File: src/rtl/uart_tx_ctrl.sv
// UART transmit frame sequencer: start bit, 8 data bits LSB first, optional parity,
// one or two stop bits. Produces bit-boundary strobes for an external line driver.
module uart_tx_ctrl #(
  parameter int BIT_TICKS = 5208,
  parameter int STOP_BITS = 1
) (
  input  logic       clk,
  input  logic       rst,
  input  logic       tx_start,
  input  logic [7:0] tx_data_in,
  input  logic       parity_en,
  input  logic       parity_odd,
  output logic [2:0] tx_state,
  output logic [7:0] tx_data,
  output logic [2:0] tx_data_index,
  output logic       tx_parity,
  output logic       end_bit_time,
  output logic       busy,
  output logic       tx_done
);

  localparam int CW = (BIT_TICKS > 1) ? $clog2(BIT_TICKS) : 1;

  typedef enum logic [2:0] {
    IDLE       = 3'd0,
    START_BIT  = 3'd1,
    TX_DATA    = 3'd2,
    PARITY_BIT = 3'd3,
    STOP_BIT   = 3'd4
  } state_t;

  state_t          state;
  logic [CW-1:0]   tick_cnt;
  logic            stop_cnt;
  logic            par_en;
  logic            bit_end;

  assign bit_end  = (tick_cnt == CW'(BIT_TICKS - 1));
  assign tx_state = state;
  assign busy     = (state != IDLE);

  // Handshake: tx_start is a request honoured only while IDLE (busy low); while busy
  // it is ignored outright, and tx_done marks the single cycle the sequencer is free again.
  always_ff @(posedge clk or posedge rst) begin
    if (rst) begin
      state         <= IDLE;
      tick_cnt      <= '0;
      stop_cnt      <= 1'b0;
      par_en        <= 1'b0;
      tx_data       <= 8'h00;
      tx_data_index <= 3'd0;
      tx_parity     <= 1'b0;
      end_bit_time  <= 1'b0;
      tx_done       <= 1'b0;
    end else begin
      tx_done      <= 1'b0;
      end_bit_time <= (state == IDLE) ? tx_start : bit_end;
      tick_cnt     <= (state == IDLE || bit_end) ? '0 : tick_cnt + 1'b1;
      unique case (state)
        IDLE: begin
          if (tx_start) begin
            state         <= START_BIT;
            tx_data       <= tx_data_in;
            par_en        <= parity_en;
            tx_parity     <= (^tx_data_in) ^ parity_odd;
            tx_data_index <= 3'd0;
            stop_cnt      <= 1'b0;
          end
        end
        START_BIT: begin
          if (bit_end) begin
            state         <= TX_DATA;
            tx_data_index <= 3'd0;
          end
        end
        TX_DATA: begin
          if (bit_end) begin
            if (tx_data_index == 3'd7) begin
              tx_data_index <= 3'd0;
              state         <= par_en ? PARITY_BIT : STOP_BIT;
            end else begin
              tx_data_index <= tx_data_index + 3'd1;
            end
          end
        end
        PARITY_BIT: begin
          if (bit_end) state <= STOP_BIT;
        end
        STOP_BIT: begin
          if (bit_end) begin
            // stop_cnt counts completed stop bits; last one returns to IDLE
            if (stop_cnt == 1'(STOP_BITS - 1)) begin
              state   <= IDLE;
              tx_done <= 1'b1;
            end else begin
              stop_cnt <= stop_cnt + 1'b1;
            end
          end
        end
        default: state <= IDLE;
      endcase
    end
  end

endmodule

File: config.mk
export PLATFORM = sky130hd
export DESIGN_NAME = uart_tx_ctrl
export DESIGN_NICKNAME = d
export VERILOG_FILES = /design/src/rtl/uart_tx_ctrl.sv
export SDC_FILE = /design/constraint.sdc
export NUM_CORES = 1
export LEC_CHECK = 0
export ABC_CLOCK_PERIOD_IN_PS = 2400
export BUFFER_PORTS_ARGS = -buffer_cell sky130_fd_sc_hd__buf_2
export CAP_MARGIN = 20
export CORE_MARGIN = 3
export CORE_UTILIZATION = 45
export CTS_CLUSTER_DIAMETER = 40
export DETAILED_ROUTE_END_ITERATION = 8
export PLACE_DENSITY = 0.64
export SLEW_MARGIN = 5
export SYNTH_ARGS = -nofsm -noshare
export SYNTH_HDL_FRONTEND = slang
export SYNTH_SLANG_ARGS = --single-unit
File: constraint.sdc
create_clock -name clk -period 2.4 [get_ports clk]
set_input_delay 0.24 -clock clk [delete_from_list [all_inputs] [get_ports clk]]
set_output_delay 0.24 -clock clk [all_outputs]
set_load 0.02 [all_outputs]
==> impl_metrics.tcl, run 1 <==
set metrics [dict create \
    outcome "finished clean" \
    powerDensity_nw_per_um2 528 \
    grt_util_met3_pct 6.24 \
    layout-drive-gt1-share_pct 30.9 \
    design_area_um2 1820 \
    grt_util_met2_pct 25.5 \
    pwr-share-clk_pct 34.7 \
    layout_common_cells "31 x dfrtp_1, 30 x buf_2, 15 x nor2_1, 11 x xnor2_1, 9 x mux2_2" \
    grt_pass1_vias 1138 \
    grt-busiest-layer "met2" \
    cap_violations 0 \
    die_y_um 64.7 \
    p_int_mw 0.750 \
    fmax_mhz 514 \
    fin_skew_ns 0.0134 \
    worst_pin_slew_ns 0.470 \
    ant_nets 0 \
    fill_cells 305 \
    fin_crit_sh_pct 81.1 \
    final_hold_viol_count 0 \
    synth_area_per_cell_um2 10.9 \
    n_antenna_cell 0 \
    start_util_pct 48.9 \
    die_area_um2 4190 \
    crit_fanout 6 \
    min-delay-start "parity_en" \
    fp-row-count 20 \
    startpoint "tick_cnt[9]$_DFF_PP0_" \
    rsz0062_at_grt "no" \
    drt_iter0_markers 85 \
    drt_pass1_iterations 4 \
    rr_startpoint "tick_cnt[9]$_DFF_PP0_" \
    r2r_cells 4 \
    synthesis.area_um2 1550 \
    syn_inst 143 \
    layout_commonest_cell "dfrtp_1" \
    cp.arrival_ns 2.17 \
    dp_hpwl_um 2090 \
    max_slew_margin_pct 68.2 \
    endpoint_kind "flop" \
    p_sw_share_pct 22.2 \
    cts_max_path_buffers 2 \
    combPwrFrac_pct 9.4 \
    yosys_warnings 0 \
    fp.dieW_um 64.7 \
    track_usage_pct 15.7 \
    drt-total-wl_um 2800 \
    core-area_um2 3180 \
    antenna_found_initial 0 \
    clk_latency_ns 0.33 \
    wl_per_cell_um 12.6 \
    ys_ff_latch 31 \
    slew_violations 0 \
    place_area_um2 1750 \
    synth_cell_types 36 \
    h-tree-depth 2 \
    crit_chain "or4b_1 > o31ai_1 > a22oi_2 > mux2_4" \
    cp_num_buf_inv 0 \
    regArea_um2 776 \
    power_mw 0.964 \
    multi_input_comb_area_um2 723 \
    synth-edff-count 0 \
    setup_violations 0 \
    cts_tree "yes" \
    syn_nets 159 \
    p_sw_mw 0.214 \
    hold_depth 3 \
    worstSetupPathType "flop to flop" \
    drc_errors 0 \
    start_kind "flop" \
    synthArstFlopShare_pct 100 \
    cts_sinks 31 \
    grt_pass1_wl_um 5010 \
    critPathRequiredTime_ns 2.62 \
    grt_max_degree 32 \
    syn_to_final_growth_pct 17.5 \
    cpLargestDelayFamily "simple AND/OR/NAND/NOR gates" \
    numCtsBuffers 5 \
    pwr-share-seq_pct 55.9 \
    ys_seq_area_share_pct 50.0 \
    cts.clk_slew.worst_paths_ns 0.10 \
    synth_ff_type "dfrtp_1" \
    layout_min_cycle_time_ns 1.95 \
    cts_root_buf "clkbuf_4" \
    tns_ns 0 \
    avgViaCountPerCell 5.18 \
    io_buffer_count 30 \
    cpMaxStageDelayCell "or4b_1" \
    grt_use_met1_pct 18.6 \
    leakagePower_nw 0.853 \
    max_stage_delay_ns 0.65 \
    worst-path-stages 4 \
    gr-total-overflow 0 \
    ioPinCount 31 \
    gp_congestion 0.901 \
    irDropWorstVdd_uv 315 \
    nets 193 \
    dr_total_vias 1149 \
    hold_class "input port to flop" \
]
-- final timing paths --
path                       slack, ns                            to
max                             0.45  tx_data_index[2]$_DFFE_PP0P_
min                             0.13            par_en$_DFFE_PP0P_
max reg2reg                     0.45  tx_data_index[2]$_DFFE_PP0P_
min reg2reg                     0.49         tick_cnt[0]$_DFF_PP0_
max in group asynchronous       1.58         tick_cnt[3]$_DFF_PP0_
min in group asynchronous       0.52       tx_state[0]$_DFFE_PP0P_
-- per-stage QoR --
| step | utilization [%] | std cells | setup slack (ns) | hold slack (ns) |
|---|---|---|---|---|
| finish | 57.4 | 222 | 0.455 | 0.131 |
| floorplan | - | 143 | 0.345 | 0.344 |
| detailed placement | 54.9 | 213 | 0.459 | 0.340 |
| global placement | 54.9 | 213 | 0.506 | 0.330 |
| global route | 57.4 | 222 | 0.380 | 0.116 |
| CTS | 57.4 | 222 | 0.459 | 0.119 |
-- logic make-up (layout without fill, tap and decap cells) --
| family | Yosys count | after routing | synth area share [%] |
|---|---|---|---|
| AND/OR/NAND/NOR | 54 | 54 | 20.0 |
| flip-flops | 31 | 31 | 50.0 |
| XOR/XNOR | 16 | 16 | 9.91 |
| AO/OA/AOI/OAI | 14 | 14 | 5.48 |
| buffers and inverters | 13 | 48 | 3.46 |
| multiplexers | 12 | 12 | 8.78 |
| adder cells (fa/ha/maj) | 3 | 3 | 2.42 |
-- synth_stat cells, types with 2 or more instances --
library cell / number / area share (%)
ha_1: 3 / 2.4
nor4_1: 2 / 0.81
nand3_1: 4 / 1.3
xor2_1: 4 / 2.3
a21oi_1: 5 / 1.6
nor3_1: 5 / 1.6
o21ai_0: 5 / 1.6
inv_1: 7 / 1.7
xnor2_1: 11 / 6.2
dfrtp_1: 31 / 50
mux2_2: 9 / 6.5
nor2_1: 15 / 3.6
nand4_1: 6 / 2.4
clkbuf_1: 4 / 0.97
mux2i_1: 2 / 1.3
nand2_1: 8 / 1.9
or3_1: 3 / 1.2
-- worst min-delay path, cell delays in order --
cell	delay, ns
buf_2	0.07
nand2_1	0.04
o21ai_0	0.07
-- state kept, by name, summed over array words and instances (netlist names) --
| name | flops |
|---|---|
| tx_data_index | 3 |
| tx_state | 3 |
| tx_parity | 1 |
| tx_data | 8 |
| tick_cnt | 13 |
| end_bit_time | 1 |
| tx_done | 1 |
| par_en | 1 |
-- what timing repair did --
action / in CTS / in global routing
hold endpoints to repair: 31 / 0
gates resized for setup: 0 / 0
setup buffers: 0 / 0
hold buffers: 1 / 0
-- per-layer routing --
metal  share of wire (%)  up-vias
li1                    -      565
met1                  44      562
met2                  50       20
met3                 4.5        2
met4                0.68        0
met5                   0        -
-- power by group through the flow --
| stage | Combinational, mW | Sequential [mW] | Clock [mW] |
|---|---|---|---|
| after floorplan | 0.0432 | 0.564 | 0 |
| after CTS | 0.0921 | 0.540 | 0.352 |
| after global placement | 0.0889 | 0.549 | 0 |
| final | 0.0902 | 0.539 | 0.334 |
| after global routing | 0.0990 | 0.541 | 0.384 |
| after detailed placement | 0.0905 | 0.550 | 0 |
-- cell type report --
| type | count | area share (%) |
|---|---|---|
| flip-flops and latches | 31 | 42.5 |
| well taps | 44 | 3.02 |
| multi-input cells | 99 | 39.6 |
| clock buffers | 8 | 3.77 |
| inverters | 7 | 1.44 |
| repair buffers | 33 | 9.60 |
(Power assumes the default switching activity.)
==> inputs of run 2 (changes only) <==
ABC_CLOCK_PERIOD_IN_PS = 1770   (was 2400)
PLACE_DENSITY = 0.67   (was 0.64)
clock period = 1.77 ns   (was 2.4 ns; I/O delays follow)
==> impl_metrics.tcl, run 2 (synthesized netlist as in run 1, its figures left out) <==
set metrics [dict create \
    avgViaCountPerCell 5.23 \
    rrSetupSlack_ns -0.06 \
    ant_nets 0 \
    slew_violations 0 \
    worstSetupPathType "flop to flop" \
    endpoint_kind "flop" \
    power_mw 1.22 \
    critPathRequiredTime_ns 1.99 \
    crit_fanout 6 \
    start_kind "flop" \
    wl_per_cell_um 13.6 \
    antenna_found_initial 0 \
    powerDensity_nw_per_um2 605 \
    largest_reg_flops 13 \
    setup_violations 5 \
    cp.arrival_ns 2.05 \
    gp_congestion 0.800 \
    start_util_pct 48.9 \
    ioPinCount 31 \
    startpoint "tick_cnt[7]$_DFF_PP0_" \
    drc_errors 0 \
    fin_skew_ns 0.0131 \
    failed_checks "negative setup slack" \
    hold_class "input port to flop" \
    core-area_um2 3180 \
    syn_to_final_growth_pct 29.5 \
    cts_sinks 31 \
    max_stage_delay_ns 0.58 \
    irDropWorstVdd_uv 411 \
    fin_crit_sh_pct 103 \
    reg2reg_to "tx_state[0]$_DFFE_PP0P_" \
    n_antenna_cell 0 \
    cp_num_buf_inv 0 \
    dr_total_vias 1261 \
    layout_common_cells "30 x buf_2, 29 x dfrtp_1, 21 x buf_4, 11 x xnor2_1, 11 x nor2_1" \
    io_buffer_count 30 \
    crit_end "tx_state[0]$_DFFE_PP0P_" \
    cts_max_path_buffers 2 \
    drt-total-wl_um 3290 \
    layout_commonest_cell "buf_2" \
    leakagePower_nw 0.950 \
    dp_hpwl_um 2420 \
    drt_iter0_markers 42 \
    drt_pass1_iterations 4 \
    hold_depth 3 \
    place_area_um2 1880 \
    cts_root_buf "clkbuf_4" \
    layout_min_cycle_time_ns 1.83 \
    worst_pin_slew_ns 0.399 \
    fill_cells 290 \
    cts.clk_slew.worst_paths_ns 0.10 \
    grt_pass1_wl_um 5700 \
    r2r_cells 4 \
    outcome "complete, but fails checks" \
    rsz0062_at_grt "yes" \
    nets 213 \
    die_y_um 64.7 \
    cts_tree "yes" \
    cap_violations 0 \
    die_area_um2 4190 \
    clk_latency_ns 0.33 \
    whs_ns 0.0568 \
    grt_pass1_vias 1352 \
    largestRegisters "tick_cnt (13), tx_data (8)" \
    grt_max_degree 32 \
    cpMaxStageDelayCell "or4b_4" \
    rr_startpoint "tick_cnt[7]$_DFF_PP0_" \
    crit_chain "or4b_4 > or3_4 > a22oi_2 > a21oi_1" \
    fp-row-count 20 \
    fmax_mhz 547 \
    numCtsBuffers 5 \
    cpLargestDelayFamily "simple AND/OR/NAND/NOR gates" \
    tns_ns -0.135 \
    setup_ws_ns -0.0573 \
    layout-drive-gt1-share_pct 42.6 \
    h-tree-depth 2 \
    largest_register "tick_cnt" \
    gr-total-overflow 0 \
    track_usage_pct 17.9 \
    worst-path-stages 4 \
    fp.dieW_um 64.7 \
    final_hold_viol_count 0 \
    design_area_um2 2010 \
    max_slew_margin_pct 73.4 \
]
-- run 2: cell types whose count changed in the layout (fill, tap and decap cells not counted), sizes merged --
cell	previous run	this run
buf	32	51
clkbuf	8	7
nand2	9	10
-- run 2: through the flow --
stage,utilization (%),std cells,worst slack [ns]
2_1_floorplan,-,143,-0.0442
5_1_grt,63.3,241,-0.108
3_5_place_dp,59.3,229,-0.0758
6_report,63.3,241,-0.0573
4_1_cts,61.8,239,-0.0555
3_3_place_gp,59.3,229,-0.0505
-- run 2: layer usage --
| layer | vias to the layer above | part of all wire [%] | track usage [%] |
|---|---|---|---|
| met5 | - | 0 | 0 |
| met4 | 0 | 2.1 | 6.86 |
| met2 | 28 | 52 | 32.4 |
| met1 | 620 | 41 | 18.8 |
| met3 | 7 | 4.5 | 6.41 |
| li1 | 606 | - | - |
-- run 2: repair_timing --
| item | 4_1_cts | 5_1_grt |
|---|---|---|
| pin swaps | 3 | 6 |
| gates resized for setup | 3 | 7 |
| hold buffers | 1 | 0 |
| setup endpoints to repair | 18 | 18 |
| buffers inserted | 2 | 1 |
| cloned | 0 | 1 |
| endpoints found under the hold margin | 31 | 0 |
-- run 2: layout make-up --
cell class | instances | area [um2] | area share (%)
tap | 44 | 55.1 | 2.74
clock buffer | 7 | 45.0 | 2.24
multi-input combinational | 100 | 788 | 39.2
sequential | 31 | 778 | 38.7
timing repair buffer | 52 | 318 | 15.8
inverter | 7 | 26.3 | 1.31
-- run 2: worst reg2reg max path: cells and delay by family (launching register included) --
kind	cells	cell delay, ns
AO/OA/AOI/OAI	2	0.28
flip-flops	1	0.38
AND/OR/NAND/NOR	2	1.07
-- run 2: how the worst min path moves through the flow --
stage	startpoint	end	slack (ns)
2_1_floorplan	rst	end_bit_time$_DFF_PP0_	0.28
3_3_place_gp	rst	tick_cnt[12]$_DFF_PP0_	0.27
3_5_place_dp	rst	tick_cnt[0]$_DFF_PP0_	0.28
4_1_cts	parity_en	par_en$_DFFE_PP0P_	0.05
5_1_grt	parity_en	par_en$_DFFE_PP0P_	0.05
6_report	parity_en	par_en$_DFFE_PP0P_	0.06
-- run 2: where the power goes --
part,switching [mW],leakage (nW),internal (mW)
Clock,0.212,0.0254,0.149
Combinational,0.0643,0.537,0.0600
Sequential,0.00733,0.388,0.724
Total,0.284,0.950,0.933
